[src/rtl/mod_fixed_mul_sched_pkg.sv]
// Shared types and constants for the round-robin fixed-point multiplier scheduler.
package mod_fixed_mul_sched_pkg;

  localparam int unsigned NumReqDef     = 4;
  localparam int unsigned InputWidthDef = 32;
  localparam int unsigned InputPointDef = 8;

  // Width of a requester index; at least one bit even for degenerate counts.
  function automatic int unsigned req_id_w(int unsigned n);
    return (n > 1) ? $clog2(n) : 1;
  endfunction

  localparam int unsigned REQ_ID_W = req_id_w(NumReqDef);

  typedef logic [InputWidthDef-1:0] fixed_t;
  typedef logic [REQ_ID_W-1:0]      req_id_t;

endpackage

[src/rtl/mod_fixed_mul_sched_if.sv]
// Request/response bundle between requesters and the multiplier scheduler.
interface mod_fixed_mul_sched_if #(
  parameter int unsigned NUM_REQ     = 4,
  parameter int unsigned INPUT_WIDTH = 32
);
  logic [NUM_REQ-1:0]                  i_req_valid;
  logic [NUM_REQ-1:0][INPUT_WIDTH-1:0] i_req_a;
  logic [NUM_REQ-1:0][INPUT_WIDTH-1:0] i_req_b;
  logic [NUM_REQ-1:0]                  o_req_ready;
  logic [NUM_REQ-1:0]                  o_rsp_valid;
  logic [INPUT_WIDTH-1:0]              o_rsp_data;
  logic                                o_busy;

  modport slave (
    input  i_req_valid, i_req_a, i_req_b,
    output o_req_ready, o_rsp_valid, o_rsp_data, o_busy
  );

  modport master (
    output i_req_valid, i_req_a, i_req_b,
    input  o_req_ready, o_rsp_valid, o_rsp_data, o_busy
  );
endinterface

[src/rtl/mod_fixed_mul.sv]
// Unsigned fixed-point multiply: full-width product, shift out fraction, keep low word.
module mod_fixed_mul #(
  parameter int unsigned INPUT_WIDTH = 32,
  parameter int unsigned INPUT_POINT = 8
) (
  input  logic [INPUT_WIDTH-1:0] a_i,
  input  logic [INPUT_WIDTH-1:0] b_i,
  output logic [INPUT_WIDTH-1:0] p_o
);

  assign p_o = INPUT_WIDTH'(((2 * INPUT_WIDTH)'(a_i) * (2 * INPUT_WIDTH)'(b_i)) >> INPUT_POINT);

endmodule

[src/rtl/mod_rr_arbiter.sv]
// Round-robin arbiter: one-hot grant plus binary index, with the rotating pointer register.
module mod_rr_arbiter
  import mod_fixed_mul_sched_pkg::*;
#(
  parameter int unsigned NUM_REQ = 4,
  localparam int unsigned IdW    = req_id_w(NUM_REQ)
) (
  input  logic               clk_i,
  input  logic               rst_ni,
  input  logic [NUM_REQ-1:0] req_i,
  output logic [NUM_REQ-1:0] gnt_o,
  output logic [IdW-1:0]     idx_o,
  output logic               valid_o
);

  logic [IdW-1:0]     ptr_q, ptr_d;
  logic [IdW-1:0]     cand;
  logic [IdW-1:0]     idx;
  logic [NUM_REQ-1:0] gnt;
  logic               found;

  // Scan starting at the pointer; first valid requester wins.
  always_comb begin
    gnt   = '0;
    idx   = '0;
    found = 1'b0;
    cand  = '0;
    for (int unsigned off = 0; off < NUM_REQ; off++) begin
      cand = IdW'((32'(ptr_q) + off) % NUM_REQ);
      if (!found && req_i[cand]) begin
        found     = 1'b1;
        gnt[cand] = 1'b1;
        idx       = cand;
      end
    end
  end

  always_comb begin
    ptr_d = ptr_q;
    if (found) begin
      ptr_d = (idx == IdW'(NUM_REQ - 1)) ? '0 : idx + IdW'(1);
    end
  end

  always_ff @(posedge clk_i or negedge rst_ni) begin
    if (!rst_ni) begin
      ptr_q <= '0;
    end else begin
      ptr_q <= ptr_d;
    end
  end

  assign gnt_o   = gnt;
  assign idx_o   = idx;
  assign valid_o = found;

endmodule

[src/rtl/mod_fixed_mul_sched.sv]
// Time-shares one fixed-point multiplier among NUM_REQ requesters with a 2-stage pipeline.
module mod_fixed_mul_sched
  import mod_fixed_mul_sched_pkg::*;
#(
  parameter int unsigned NUM_REQ     = NumReqDef,
  parameter int unsigned INPUT_WIDTH = InputWidthDef,
  parameter int unsigned INPUT_POINT = InputPointDef,
  localparam int unsigned IdW        = req_id_w(NUM_REQ)
) (
  input  logic                  i_clk,
  input  logic                  i_rst_n,
  mod_fixed_mul_sched_if.slave  bus
);

  logic [NUM_REQ-1:0]     gnt;
  logic [IdW-1:0]         win_idx;
  logic                   accept;
  logic [INPUT_WIDTH-1:0] mul_p;
  logic [NUM_REQ-1:0]     rsp_valid;

  logic [INPUT_WIDTH-1:0] s1_a_q, s1_a_d, s1_b_q, s1_b_d, s2_data_q, s2_data_d;
  logic [IdW-1:0]         s1_id_q, s1_id_d, s2_id_q, s2_id_d;
  logic                   s1_valid_q, s1_valid_d, s2_valid_q, s2_valid_d;

  mod_rr_arbiter #(
    .NUM_REQ (NUM_REQ)
  ) u_arb (
    .clk_i   (i_clk),
    .rst_ni  (i_rst_n),
    .req_i   (bus.i_req_valid),
    .gnt_o   (gnt),
    .idx_o   (win_idx),
    .valid_o (accept)
  );

  mod_fixed_mul #(
    .INPUT_WIDTH (INPUT_WIDTH),
    .INPUT_POINT (INPUT_POINT)
  ) u_mul (
    .a_i (s1_a_q),
    .b_i (s1_b_q),
    .p_o (mul_p)
  );

  always_comb begin
    s1_valid_d = accept;
    s1_a_d     = s1_a_q;
    s1_b_d     = s1_b_q;
    s1_id_d    = s1_id_q;
    if (accept) begin
      s1_a_d  = bus.i_req_a[win_idx];
      s1_b_d  = bus.i_req_b[win_idx];
      s1_id_d = win_idx;
    end
    s2_valid_d = s1_valid_q;
    s2_id_d    = s1_id_q;
    // Result bus keeps its last value across idle cycles.
    s2_data_d  = s1_valid_q ? mul_p : s2_data_q;
  end

  always_ff @(posedge i_clk or negedge i_rst_n) begin
    if (!i_rst_n) begin
      s1_valid_q <= 1'b0;
      s1_a_q     <= '0;
      s1_b_q     <= '0;
      s1_id_q    <= '0;
      s2_valid_q <= 1'b0;
      s2_id_q    <= '0;
      s2_data_q  <= '0;
    end else begin
      s1_valid_q <= s1_valid_d;
      s1_a_q     <= s1_a_d;
      s1_b_q     <= s1_b_d;
      s1_id_q    <= s1_id_d;
      s2_valid_q <= s2_valid_d;
      s2_id_q    <= s2_id_d;
      s2_data_q  <= s2_data_d;
    end
  end

  always_comb begin
    rsp_valid = '0;
    for (int unsigned i = 0; i < NUM_REQ; i++) begin
      rsp_valid[i] = s2_valid_q && (s2_id_q == IdW'(i));
    end
  end

  // Grants are suppressed while reset is held so nothing looks accepted.
  assign bus.o_req_ready = i_rst_n ? gnt : '0;
  assign bus.o_rsp_valid = rsp_valid;
  assign bus.o_rsp_data  = s2_data_q;
  assign bus.o_busy      = s1_valid_q | s2_valid_q;

endmodule

[src/flat_wrapper.sv]
// flat-port wrapper written by rule: the top's interface ports become plain ports
module mod_fixed_mul_sched_flat import mod_fixed_mul_sched_pkg::*;
#(
  parameter int unsigned NUM_REQ     = NumReqDef,
  parameter int unsigned INPUT_WIDTH = InputWidthDef,
  parameter int unsigned INPUT_POINT = InputPointDef,
  localparam int unsigned IdW        = req_id_w(NUM_REQ)
)
  (i_clk, i_rst_n, bus_i_req_valid, bus_i_req_a, bus_i_req_b, bus_o_req_ready, bus_o_rsp_valid, bus_o_rsp_data, bus_o_busy);
  mod_fixed_mul_sched_if #(.NUM_REQ(NUM_REQ), .INPUT_WIDTH(INPUT_WIDTH)) bus_i ();
  input  logic i_clk;
  input  logic i_rst_n;
  input wire logic [$bits(bus_i.i_req_valid)-1:0] bus_i_req_valid;
  input wire logic [$bits(bus_i.i_req_a)-1:0] bus_i_req_a;
  input wire logic [$bits(bus_i.i_req_b)-1:0] bus_i_req_b;
  output wire logic [$bits(bus_i.o_req_ready)-1:0] bus_o_req_ready;
  output wire logic [$bits(bus_i.o_rsp_valid)-1:0] bus_o_rsp_valid;
  output wire logic [$bits(bus_i.o_rsp_data)-1:0] bus_o_rsp_data;
  output wire logic [$bits(bus_i.o_busy)-1:0] bus_o_busy;
  assign bus_i.i_req_valid = bus_i_req_valid;
  assign bus_i.i_req_a = bus_i_req_a;
  assign bus_i.i_req_b = bus_i_req_b;
  assign bus_o_req_ready = bus_i.o_req_ready;
  assign bus_o_rsp_valid = bus_i.o_rsp_valid;
  assign bus_o_rsp_data = bus_i.o_rsp_data;
  assign bus_o_busy = bus_i.o_busy;
  mod_fixed_mul_sched #(.NUM_REQ(NUM_REQ), .INPUT_WIDTH(INPUT_WIDTH), .INPUT_POINT(INPUT_POINT)) u_core (.i_clk(i_clk), .i_rst_n(i_rst_n), .bus(bus_i));
endmodule
[config.mk]
export PLATFORM = sky130hd
export DESIGN_NAME = mod_fixed_mul_sched_flat
export DESIGN_NICKNAME = d
export VERILOG_FILES = /design/src/rtl/mod_fixed_mul_sched_pkg.sv /design/src/rtl/mod_fixed_mul_sched_if.sv /design/src/rtl/mod_fixed_mul.sv /design/src/rtl/mod_rr_arbiter.sv /design/src/rtl/mod_fixed_mul_sched.sv /design/src/flat_wrapper.sv
export SDC_FILE = /design/constraint.sdc
export NUM_CORES = 2
export LEC_CHECK = 0
export ABC_CLOCK_PERIOD_IN_PS = 11760
export CAP_MARGIN = 20
export CORE_AREA = 5 5 274 276
export DETAILED_ROUTE_END_ITERATION = 12
export DIE_AREA = 0 0 279 281
export PLACE_DENSITY = 0.67
export SYNTH_ARGS = -nofsm -noshare
export SYNTH_HDL_FRONTEND = slang
export SYNTH_SLANG_ARGS = --single-unit
[constraint.sdc]
create_clock -name i_clk -period 11.76 [get_ports i_clk]
set_clock_uncertainty 0.05 [all_clocks]
set_input_delay 1.764 -clock i_clk [delete_from_list [all_inputs] [get_ports i_clk]]
set_output_delay 1.764 -clock i_clk [all_outputs]
set_load 0.1 [all_outputs]
==> impl_metrics.json <==
{
  "r2r_start": "u_core.s1_b_q[5]",
  "synth_top_area_frac": 0.435,
  "grt_pass1_wl_um": 128000,
  "vias_per_cell": 5.09,
  "max-slew-margin-rel": 0.259,
  "clock_latency_ns": 0.40,
  "fp.coreArea_um2": 72300,
  "slew_viol_final": 0,
  "rr_worst_depth": 22,
  "status": "complete, no violations",
  "yosysTopAreaCell": "fa_1",
  "cts.clk_slew.worst_paths_ns": 0.09,
  "syn_to_final_growth_pct": 14.3,
  "arrival_ns": 7.98,
  "grt_max_degree": 92,
  "cp_common_cell": "fa_1",
  "rsz0062_at_grt": "no",
  "gr-total-overflow": 0,
  "netlist_area_um2": 28700,
  "rrSetupSlack_ns": 4.02,
  "cts_buffers": 9,
  "slowest_delay_ns": 1.08,
  "postCtsSetupBuffers": 0,
  "track_usage": 0.205,
  "num_io_pins": 303,
  "antenna_left": 0,
  "die_y_um": 281,
  "yosys.cell_count.top_type": "nand2_1",
  "cts_hold_buf": 0,
  "cts_tree": "yes",
  "antenna-diode-count": 0,
  "clock-sinks": 104,
  "hold_end": "u_core.s2_id_q[0]",
  "clock_path_buffers": 2,
  "final_nets": 4428,
  "crit_slowest_cell": "dfrtp_1",
  "cap_violations": 0,
  "place_hpwl_um": 63700,
  "async_flop_share": 1.00,
  "initial_core_util": 0.397,
  "ctsHtreeMaxLevel": 3,
  "synth-seq-cells": 104,
  "syn_inst": 3248,
  "grt_pass1_vias": 23400,
  "wirelength_um": 79500,
  "max_freq_mhz": 129,
  "whs_path_depth": 0,
  "fin_area_um2": 32800,
  "setup_tns_ns": 0,
  "crit_buf_inv": 4,
  "dieArea_um2": 78400,
  "critical_path.cell_chain": "and2_1, fa_1, fa_1, fa_1, inv_1, fa_1, inv_1, fa_1, fa_1, fa_1, inv_1, fa_1, inv_1, ha_1, and2_1, a221o_1, a41oi_1, nand2b_1, a211oi_2, o211a_1, a2111o_1, o311ai_0",
  "finalSetupViolCount": 0,
  "gp_congestion": 0.848,
  "initialDrtViolationCount": 1541,
  "required_ns": 12.00,
  "cts.repair.resized": 0,
  "rows": 99,
  "drt_first_pass_iters": 5,
  "synth.distinct_cells": 68,
  "post_dp_cell_area_um2": 32400,
  "tightest_slew_ns": 1.11,
  "period_share": 0.658,
  "io_buffers": 302,
  "synth_area_per_cell_um2": 8.83,
  "via_count": 22200,
  "yosys_most_used_dff": "dfrtp_1",
  "synthTopCellsByArea": "fa_1 43%, dfrtp_1 9.1%, and2_1 8.7%, nand2_1 8.5%, inv_1 7.8%",
  "drive_gt1_frac": 0.0297,
  "hp-start": "u_core.s1_id_q[0]",
  "worst_setup_path_start_kind": "flip-flop",
  "synth_common_cells": "647 x nand2_1, 623 x fa_1, 596 x inv_1",
  "min_period_ns": 7.74,
  "synth_edf_count": 0,
  "antenna_found_initial": 2,
  "crit_family": "adder cells",
  "yosys_warnings": 0,
  "post-route-drc-count": 0,
  "crit_fanout": 33,
  "worstSetupEndpointType": "flip-flop",
  "worstHoldPathType": "flip-flop to flip-flop",
  "syn_nets": 4282,
  "dieWidth_um": 279,
  "cts-root-buf": "clkbuf_16",
  "hold_viol": 0,
  "worstSetupPathType": "flip-flop to flip-flop",
  "ys_seq_area_frac": 0.0907,
  "routedWlPerCell_um": 18.2,
  "rr_endpoint": "u_core.bus.o_rsp_data[29]"
}
per-stage QoR:
| step | setup slack (ns) | util | cells | hold slack [ns] |
|---|---|---|---|---|
| final | 4.02 | 0.453 | 4358 | 0.335 |
| after detailed placement | 4.03 | 0.448 | 4341 | 0.324 |
| after CTS | 4.01 | 0.453 | 4357 | 0.342 |
| after global placement | 4.17 | 0.448 | 4341 | 0.310 |
| after global routing | 3.71 | 0.453 | 4358 | 0.355 |
| after floorplan | 4.62 | - | 3248 | 0.304 |
layout by cell type, fill, tap and decap left out, types with 6 or more instances in the layout:
cell type	instances
o211ai_1	6
mux2_2	12
clkbuf_16	9
xor2_1	15
nor3_1	9
xnor2_1	47
nand3_1	13
a21oi_1	31
and3_1	71
a21boi_0	7
o21a_1	7
a211oi_1	70
ha_1	149
o21ai_0	14
and2_1	398
inv_1	596
buf_4	51
nor2_1	28
dfrtp_1	100
o31ai_1	73
fa_1	623
a21o_1	26
clkdlybuf4s50_1	301
nand2_1	647
routing by layer:
layer	share of wire	GRT usage	routed length [um]
met5	0	0	0
met4	0.034	0.0683	2740
met3	0.068	0.0316	5420
met2	0.49	0.352	39200
met1	0.40	0.267	32100
worst max-delay path by stage:
stage               slack (ns)                   endpoint                from  cells after the start
floorplan                 4.62         bus_o_req_ready[0]  bus_i_req_valid[2]                      7
global placement          4.17  u_core.bus.o_rsp_data[29]    u_core.s1_b_q[7]                     22
detailed placement        4.03  u_core.bus.o_rsp_data[29]    u_core.s1_b_q[7]                     22
CTS                       4.01  u_core.bus.o_rsp_data[29]    u_core.s1_b_q[5]                     22
global route              3.71  u_core.bus.o_rsp_data[29]    u_core.s1_b_q[5]                     20
finish                    4.02  u_core.bus.o_rsp_data[29]    u_core.s1_b_q[5]                     22
cells by family after synthesis:
kind of cell,after synthesis,synth area share
AO/OA/AOI/OAI,284,0.0731
XOR/XNOR,63,0.0197
flip-flops,104,0.0907
multiplexers,17,0.00689
AND/OR/NAND/NOR,1194,0.201
adder cells (fa/ha/maj),772,0.500
buffers and inverters,814,0.109
sequential cells by signal, summed over array words and instances (netlist names), named ones only:
name and cells:
u_core.s2_valid_q 1, u_core.u_arb.ptr_q 1, u_core.s2_id_q 2, u_core.s1_id_q 2, u_core.bus.o_rsp_data 32, u_core.s1_a_q 32
u_core.s1_valid_q 1, u_core.s1_b_q 32
area by class of cell:
type,count,area (um2)
Clock buffer,11,253
Clock inverter,5,86.3
Inverter,596,2240
Fill cell,7091,39500
Multi-Input combinational cell,2330,23000
Tap cell,959,1200
Sequential cell,104,2610
Timing Repair Buffer,353,3420
Power is not shown: default switching activity piles up to over one toggle a cycle in this logic, so the estimate is an artifact.
